**src/rtl/ahbext_pkg.sv**
```systemverilog
// Shared types and AHB encodings for the external-memory SRAM controller.
package ahbext_pkg;

  typedef enum logic [2:0] {
    IDLE,
    RD,
    WR,
    ERR1,
    ERR2
  } statetype_t;

  localparam logic [1:0] HTRANS_IDLE   = 2'b00;
  localparam logic [1:0] HTRANS_BUSY   = 2'b01;
  localparam logic [1:0] HTRANS_NONSEQ = 2'b10;
  localparam logic [1:0] HTRANS_SEQ    = 2'b11;

  localparam logic HRESP_OKAY  = 1'b0;
  localparam logic HRESP_ERROR = 1'b1;

endpackage

```
**src/rtl/ahbext_waitcnt.sv**
```systemverilog
// Read wait-state counter: cleared on load, counts while enabled, holds at RD_LAT.
module ahbext_waitcnt
  import ahbext_pkg::*;
#(
  parameter int unsigned RD_LAT = 1
) (
  input  logic       clk_i,
  input  logic       rst_ni,
  input  logic       load_i,
  input  logic       en_i,
  output logic [2:0] cnt_o,
  output logic       done_o
);

  localparam logic [2:0] LAT = 3'(RD_LAT);

  logic [2:0] cnt_q, cnt_d;

  // Next count: load wins, otherwise step until the latency is reached.
  always_comb begin
    cnt_d = cnt_q;
    if (load_i) begin
      cnt_d = '0;
    end else if (en_i && (cnt_q != LAT)) begin
      cnt_d = cnt_q + 3'd1;
    end
  end

  // Count register.
  always_ff @(posedge clk_i or negedge rst_ni) begin
    if (!rst_ni) begin
      cnt_q <= '0;
    end else begin
      cnt_q <= cnt_d;
    end
  end

  assign cnt_o  = cnt_q;
  assign done_o = (cnt_q == LAT);

endmodule

```
**src/rtl/ahbext_sram_ctrl.sv**
```systemverilog
// AHB-Lite subordinate bridging single transfers to a fixed-latency synchronous SRAM.
module ahbext_sram_ctrl
  import ahbext_pkg::*;
#(
  parameter int unsigned PA_BITS       = 34,
  parameter int unsigned AHBW          = 64,
  parameter int unsigned MEM_ADDR_BITS = 20,
  parameter int unsigned RD_LAT        = 1
) (
  input  logic                     HCLK,
  input  logic                     HRESETn,
  input  logic                     HSELEXT,
  input  logic [PA_BITS-1:0]       HADDR,
  input  logic [AHBW-1:0]          HWDATA,
  input  logic [AHBW/8-1:0]        HWSTRB,
  input  logic                     HWRITE,
  input  logic [2:0]               HSIZE,
  input  logic [2:0]               HBURST,
  input  logic [1:0]               HTRANS,
  input  logic                     HREADY,
  output logic [AHBW-1:0]          HRDATAEXT,
  output logic                     HREADYEXT,
  output logic                     HRESPEXT,
  output logic                     MemEn,
  output logic                     MemWe,
  output logic [MEM_ADDR_BITS-1:0] MemAddr,
  output logic [AHBW-1:0]          MemWData,
  output logic [AHBW/8-1:0]        MemBe,
  input  logic [AHBW-1:0]          MemRData
);

  localparam int unsigned OFF = $clog2(AHBW / 8);

  statetype_t               state_q, state_d;
  logic [MEM_ADDR_BITS-1:0] addr_q, addr_d;
  logic                     write_q, write_d;
  logic [2:0]               size_q, size_d;
  logic                     accept;
  logic                     complete;
  logic                     cnt_load;
  logic                     cnt_en;
  logic                     cnt_done;
  logic [2:0]               cnt;
  logic                     unused_bits;

  // Burst type and address bits outside the word index are intentionally ignored.
  assign unused_bits = ^{HBURST, HADDR[PA_BITS-1:MEM_ADDR_BITS+OFF], HADDR[OFF-1:0],
                         write_q, size_q};

  assign accept = HSELEXT && HREADY &&
                  ((HTRANS == HTRANS_NONSEQ) || (HTRANS == HTRANS_SEQ));
  assign cnt_en = (state_q == RD);

  ahbext_waitcnt #(
    .RD_LAT (RD_LAT)
  ) u_waitcnt (
    .clk_i  (HCLK),
    .rst_ni (HRESETn),
    .load_i (cnt_load),
    .en_i   (cnt_en),
    .cnt_o  (cnt),
    .done_o (cnt_done)
  );

  // Data-phase outputs per state; any completing cycle re-samples the bus so
  // back-to-back transfers start without an idle bubble.
  always_comb begin
    state_d   = state_q;
    addr_d    = addr_q;
    write_d   = write_q;
    size_d    = size_q;
    cnt_load  = 1'b0;
    complete  = 1'b0;
    HREADYEXT = 1'b1;
    HRESPEXT  = HRESP_OKAY;
    HRDATAEXT = '0;
    MemEn     = 1'b0;
    MemWe     = 1'b0;
    MemAddr   = '0;
    MemWData  = '0;
    MemBe     = '0;
    unique case (state_q)
      IDLE: complete = 1'b1;
      WR: begin
        MemEn    = 1'b1;
        MemWe    = 1'b1;
        MemAddr  = addr_q;
        MemWData = HWDATA;
        MemBe    = HWSTRB;
        complete = 1'b1;
      end
      RD: begin
        MemEn   = (cnt == 3'd0);
        MemAddr = addr_q;
        if (cnt_done) begin
          HRDATAEXT = MemRData;
          complete  = 1'b1;
        end else begin
          HREADYEXT = 1'b0;
        end
      end
      ERR1: begin
        HREADYEXT = 1'b0;
        HRESPEXT  = HRESP_ERROR;
        state_d   = ERR2;
      end
      ERR2: begin
        HRESPEXT = HRESP_ERROR;
        complete = 1'b1;
      end
      default: state_d = IDLE;
    endcase
    if (complete) begin
      state_d = IDLE;
      if (accept) begin
        addr_d  = HADDR[MEM_ADDR_BITS+OFF-1:OFF];
        write_d = HWRITE;
        size_d  = HSIZE;
        if (HSIZE > 3'(OFF)) begin
          state_d = ERR1;
        end else if (HWRITE) begin
          state_d = WR;
        end else begin
          state_d  = RD;
          cnt_load = 1'b1;
        end
      end
    end
  end

  // State and latched address-phase registers.
  always_ff @(posedge HCLK or negedge HRESETn) begin
    if (!HRESETn) begin
      state_q <= IDLE;
      addr_q  <= '0;
      write_q <= 1'b0;
      size_q  <= '0;
    end else begin
      state_q <= state_d;
      addr_q  <= addr_d;
      write_q <= write_d;
      size_q  <= size_d;
    end
  end

endmodule

```
**config.mk**
```make
export PLATFORM = sky130hd
export DESIGN_NAME = ahbext_sram_ctrl
export DESIGN_NICKNAME = d
export VERILOG_FILES = /design/src/rtl/ahbext_pkg.sv /design/src/rtl/ahbext_waitcnt.sv /design/src/rtl/ahbext_sram_ctrl.sv
export SDC_FILE = /design/constraint.sdc
export NUM_CORES = 1
export LEC_CHECK = 0
export CAP_MARGIN = 20
export CORE_AREA = 2 2 134 136
export CTS_CLUSTER_SIZE = 12
export DETAILED_ROUTE_END_ITERATION = 16
export DIE_AREA = 0 0 136 138
export HOLD_SLACK_MARGIN = 0.05
export PLACE_DENSITY = 0.48
export SLEW_MARGIN = 25
export SYNTH_ARGS = -nofsm -noshare
export SYNTH_HDL_FRONTEND = slang
export SYNTH_SLANG_ARGS = --single-unit
```
**constraint.sdc**
```tcl
create_clock -name HCLK -period 3.4 [get_ports HCLK]
set_input_delay 0.85 -clock HCLK [delete_from_list [all_inputs] [get_ports HCLK]]
set_output_delay 0.85 -clock HCLK [all_outputs]
set_load 0.02 [all_outputs]
```
==> metrics.yaml <==
critPathBufInv: 3
final_cell_mix: "322 x clkdlybuf4s50_1, 94 x and2_1, 64 x and3_1"
track_usage: 0.134
busiest_layer: "met2"
synth_area_leaders: "dfrtp_1 28%, and2_1 26%, and3_1 17%"
reg2regPathDepth: 6
htree_levels: 1
num_rows: 49
r2r_start: "u_waitcnt.cnt_o[1]$_DFFE_PN0P_"
grt.met2_usage: 0.273
syn_nets: 453
cp_cell_sequence: "inv_1, ha_1, nor2b_4, buf_4, and3_1, clkdlybuf4s50_1"
p_leak_nw: 2.48
grt_first_pass_wirelength_mm: 19.3
ys_ff_latch: 26
register_area_um2: 651
combPwrFrac: 0.665
yosysTopAreaCellShare: 0.284
final.period_utilization: 0.935
place_congestion: 0.752
internal_power_w: 0.00145
worst_clock_skew_ns: 0.00362
antenna_found_initial: 3
area_delta_synth_final_pct: 157
worstMarginPinSlew_ns: 0.375
critPathMaxStageDelay_ns: 0.64
core-area_um2: 17500
worstHoldStart: "addr_q[9]$_DFFE_PN0P_"
ys_types: 29
maxSlewViolCount: 0
dieWidth_um: 136
p_clk_frac: 0.119
min_path_cells: 1
critPathCaptureType: "output pin"
clockRootBuffer: "clkbuf_16"
ir_drop_mv: 0.211
io_buffers: 322
ant_nets: 0
ys_seq_area_frac: 0.284
grt_pass1_vias: 3136
die-area_um2: 18800
initial_core_util: 0.131
relSlewSlack: 0.749
multi_input_area_um2: 1540
synth_area_leader_cell: "dfrtp_1"
critPathMaxFanout: 42
critPathLaunchType: "flip-flop"
tns_ns: 0
ys.warnings.count: 0
holdWs_ns: 0.478
hold_viol: 0
syn_inst: 267
grt_max_degree: 74
critPathKind: "reg -> out"
status: "completed"
critPathSlowestCell: "clkdlybuf4s50_1"
maxCapViolCount: 0
layout.nets: 762
grt_use_met3: 0.0308
cts_made_buffers: 3
power_w: 0.00239
hpwl_mm: 11.3
cts.clk_slew.worst_paths_ns: 0.07
cp_data_required_time_ns: 2.55
routedWlPerCell_um: 16.9
cts.path.max_buffers: 2
min_path_type: "reg -> reg"
route.detailed.drc: 0
syn_area_um2: 2290
vias_per_cell: 3.95
tritoncts: "done"
rsz0062_at_grt: "no"
period_needed_ns: 3.18
layout_commonest_cell: "clkdlybuf4s50_1"
dieHeight_um: 138
drt_iter0_drc: 89
first_pass_iters: 4
fmax_mhz: 315
nFillCells: 1819
cts_hold_buf: 0
reg2reg_slack_ns: 1.25
hold_path_end: "addr_q[9]$_DFFE_PN0P_"
power_switching_w: 0.000939
switching_share: 0.393
reg2reg_to: "addr_q[18]$_DFFE_PN0P_"
seqPwrFrac: 0.216
drt-total-wl_mm: 13.6
worstSkewPairLatency_ns: 0.26
setup_viol_count_final: 0
power_density_nw_per_um2: 405
clock_sinks: 26
grt_overflow: 0
use_met1: 0.132
cp_top_family: "buffers and inverters"
vias: 3189
synth.avg_cell_area_um2: 8.59
ios: 343
cp_data_arrival_time_ns: 2.33
drive_gt1_frac: 0.0609
stage by stage:
step	area [um2]	setup slack (ns)	utilization	instances
global route	5880	0.0488	0.336	804
finish	5890	0.221	0.336	808
detailed placement	5790	0.391	0.330	800
floorplan	2290	0.918	-	267
CTS	5880	0.102	0.335	804
global placement	5790	0.388	0.330	800
layout make-up:
cell class	count	area share
Sequential cell	26	0.110
Antenna cell	4	0.00170
Timing Repair Buffer	331	0.563
Tap cell	229	0.0486
Multi-Input combinational cell	212	0.260
Inverter	2	0.00127
Clock buffer	4	0.0151
synth_stat cells:
| library cell | number |
|---|---|
| and2_1 | 94 |
| inv_1 | 2 |
| o21a_1 | 1 |
| nor4b_1 | 1 |
| a2bb2oi_1 | 1 |
| a22o_1 | 1 |
| buf_6 | 3 |
| dfrtp_1 | 26 |
| a21boi_0 | 1 |
| mux2_4 | 10 |
| ha_1 | 3 |
| nand2b_1 | 4 |
| nor2b_1 | 2 |
| buf_2 | 1 |
| a21oi_1 | 3 |
| o21ai_0 | 3 |
| nor2_1 | 3 |
| or3b_2 | 1 |
| nand3_1 | 3 |
| a21o_1 | 1 |
| nor3b_2 | 1 |
| mux2_1 | 5 |
| clkbuf_1 | 23 |
| a211oi_4 | 1 |
| and3_1 | 64 |
| a22oi_1 | 2 |
| nand4bb_1 | 1 |
| mux2_2 | 5 |
| or3b_4 | 1 |
state kept, by name (all words and copies together), names as in the netlist:
signal           cells
state_q              3
addr_q              20
u_waitcnt.cnt_o      3
what timing repair did:
action | 4_1_cts | 5_1_grt
setup endpoints to repair | 0 | 12
resized for setup | 0 | 1
hold endpoints to repair | 0 | 0
setup buffers | 0 | 0
cell families (layout without fill, tap and decap cells):
logic type,Yosys count,after routing,synth area share
and+or+nand+nor,175,175,0.482
buffers and inverters,29,337,0.0578
DFF,26,26,0.284
muxes,20,20,0.115
AOI/OAI and AO/OA,14,14,0.0458
adders and majority gates,3,3,0.0164
other,0,4,0
worst max-delay path by stage:
| stage | cells after the start | slack (ns) | endpoint | start |
|---|---|---|---|---|
| after floorplan | 5 | 0.92 | MemWData[54] | state_q[0]$_DFFE_PN0P_ |
| after global placement | 5 | 0.39 | MemAddr[2] | state_q[0]$_DFFE_PN0P_ |
| after detailed placement | 5 | 0.39 | MemAddr[17] | state_q[0]$_DFFE_PN0P_ |
| after CTS | 5 | 0.10 | MemAddr[17] | state_q[0]$_DFFE_PN0P_ |
| after global routing | 6 | 0.05 | HRDATAEXT[2] | u_waitcnt.cnt_o[1]$_DFFE_PN0P_ |
| final | 6 | 0.22 | HRDATAEXT[2] | u_waitcnt.cnt_o[1]$_DFFE_PN0P_ |
per-layer routing:
metal  share of wire  vias up
li1                -     1513
met1            0.34     1481
met4           0.033        0
met3           0.084       16
met2            0.54      179
met5               0        -
power by group through the flow:
stage	clock network [W]	registers, W	logic, W
finish	0.000285	0.000516	0.00159
global route	0.000312	0.000535	0.00169
CTS	0.000299	0.000518	0.00161
detailed placement	0	0.000524	0.00160
global placement	0	0.000515	0.00158
floorplan	0	0.000485	0.000837
No activity file was read; power rests on OpenSTA's default activity.
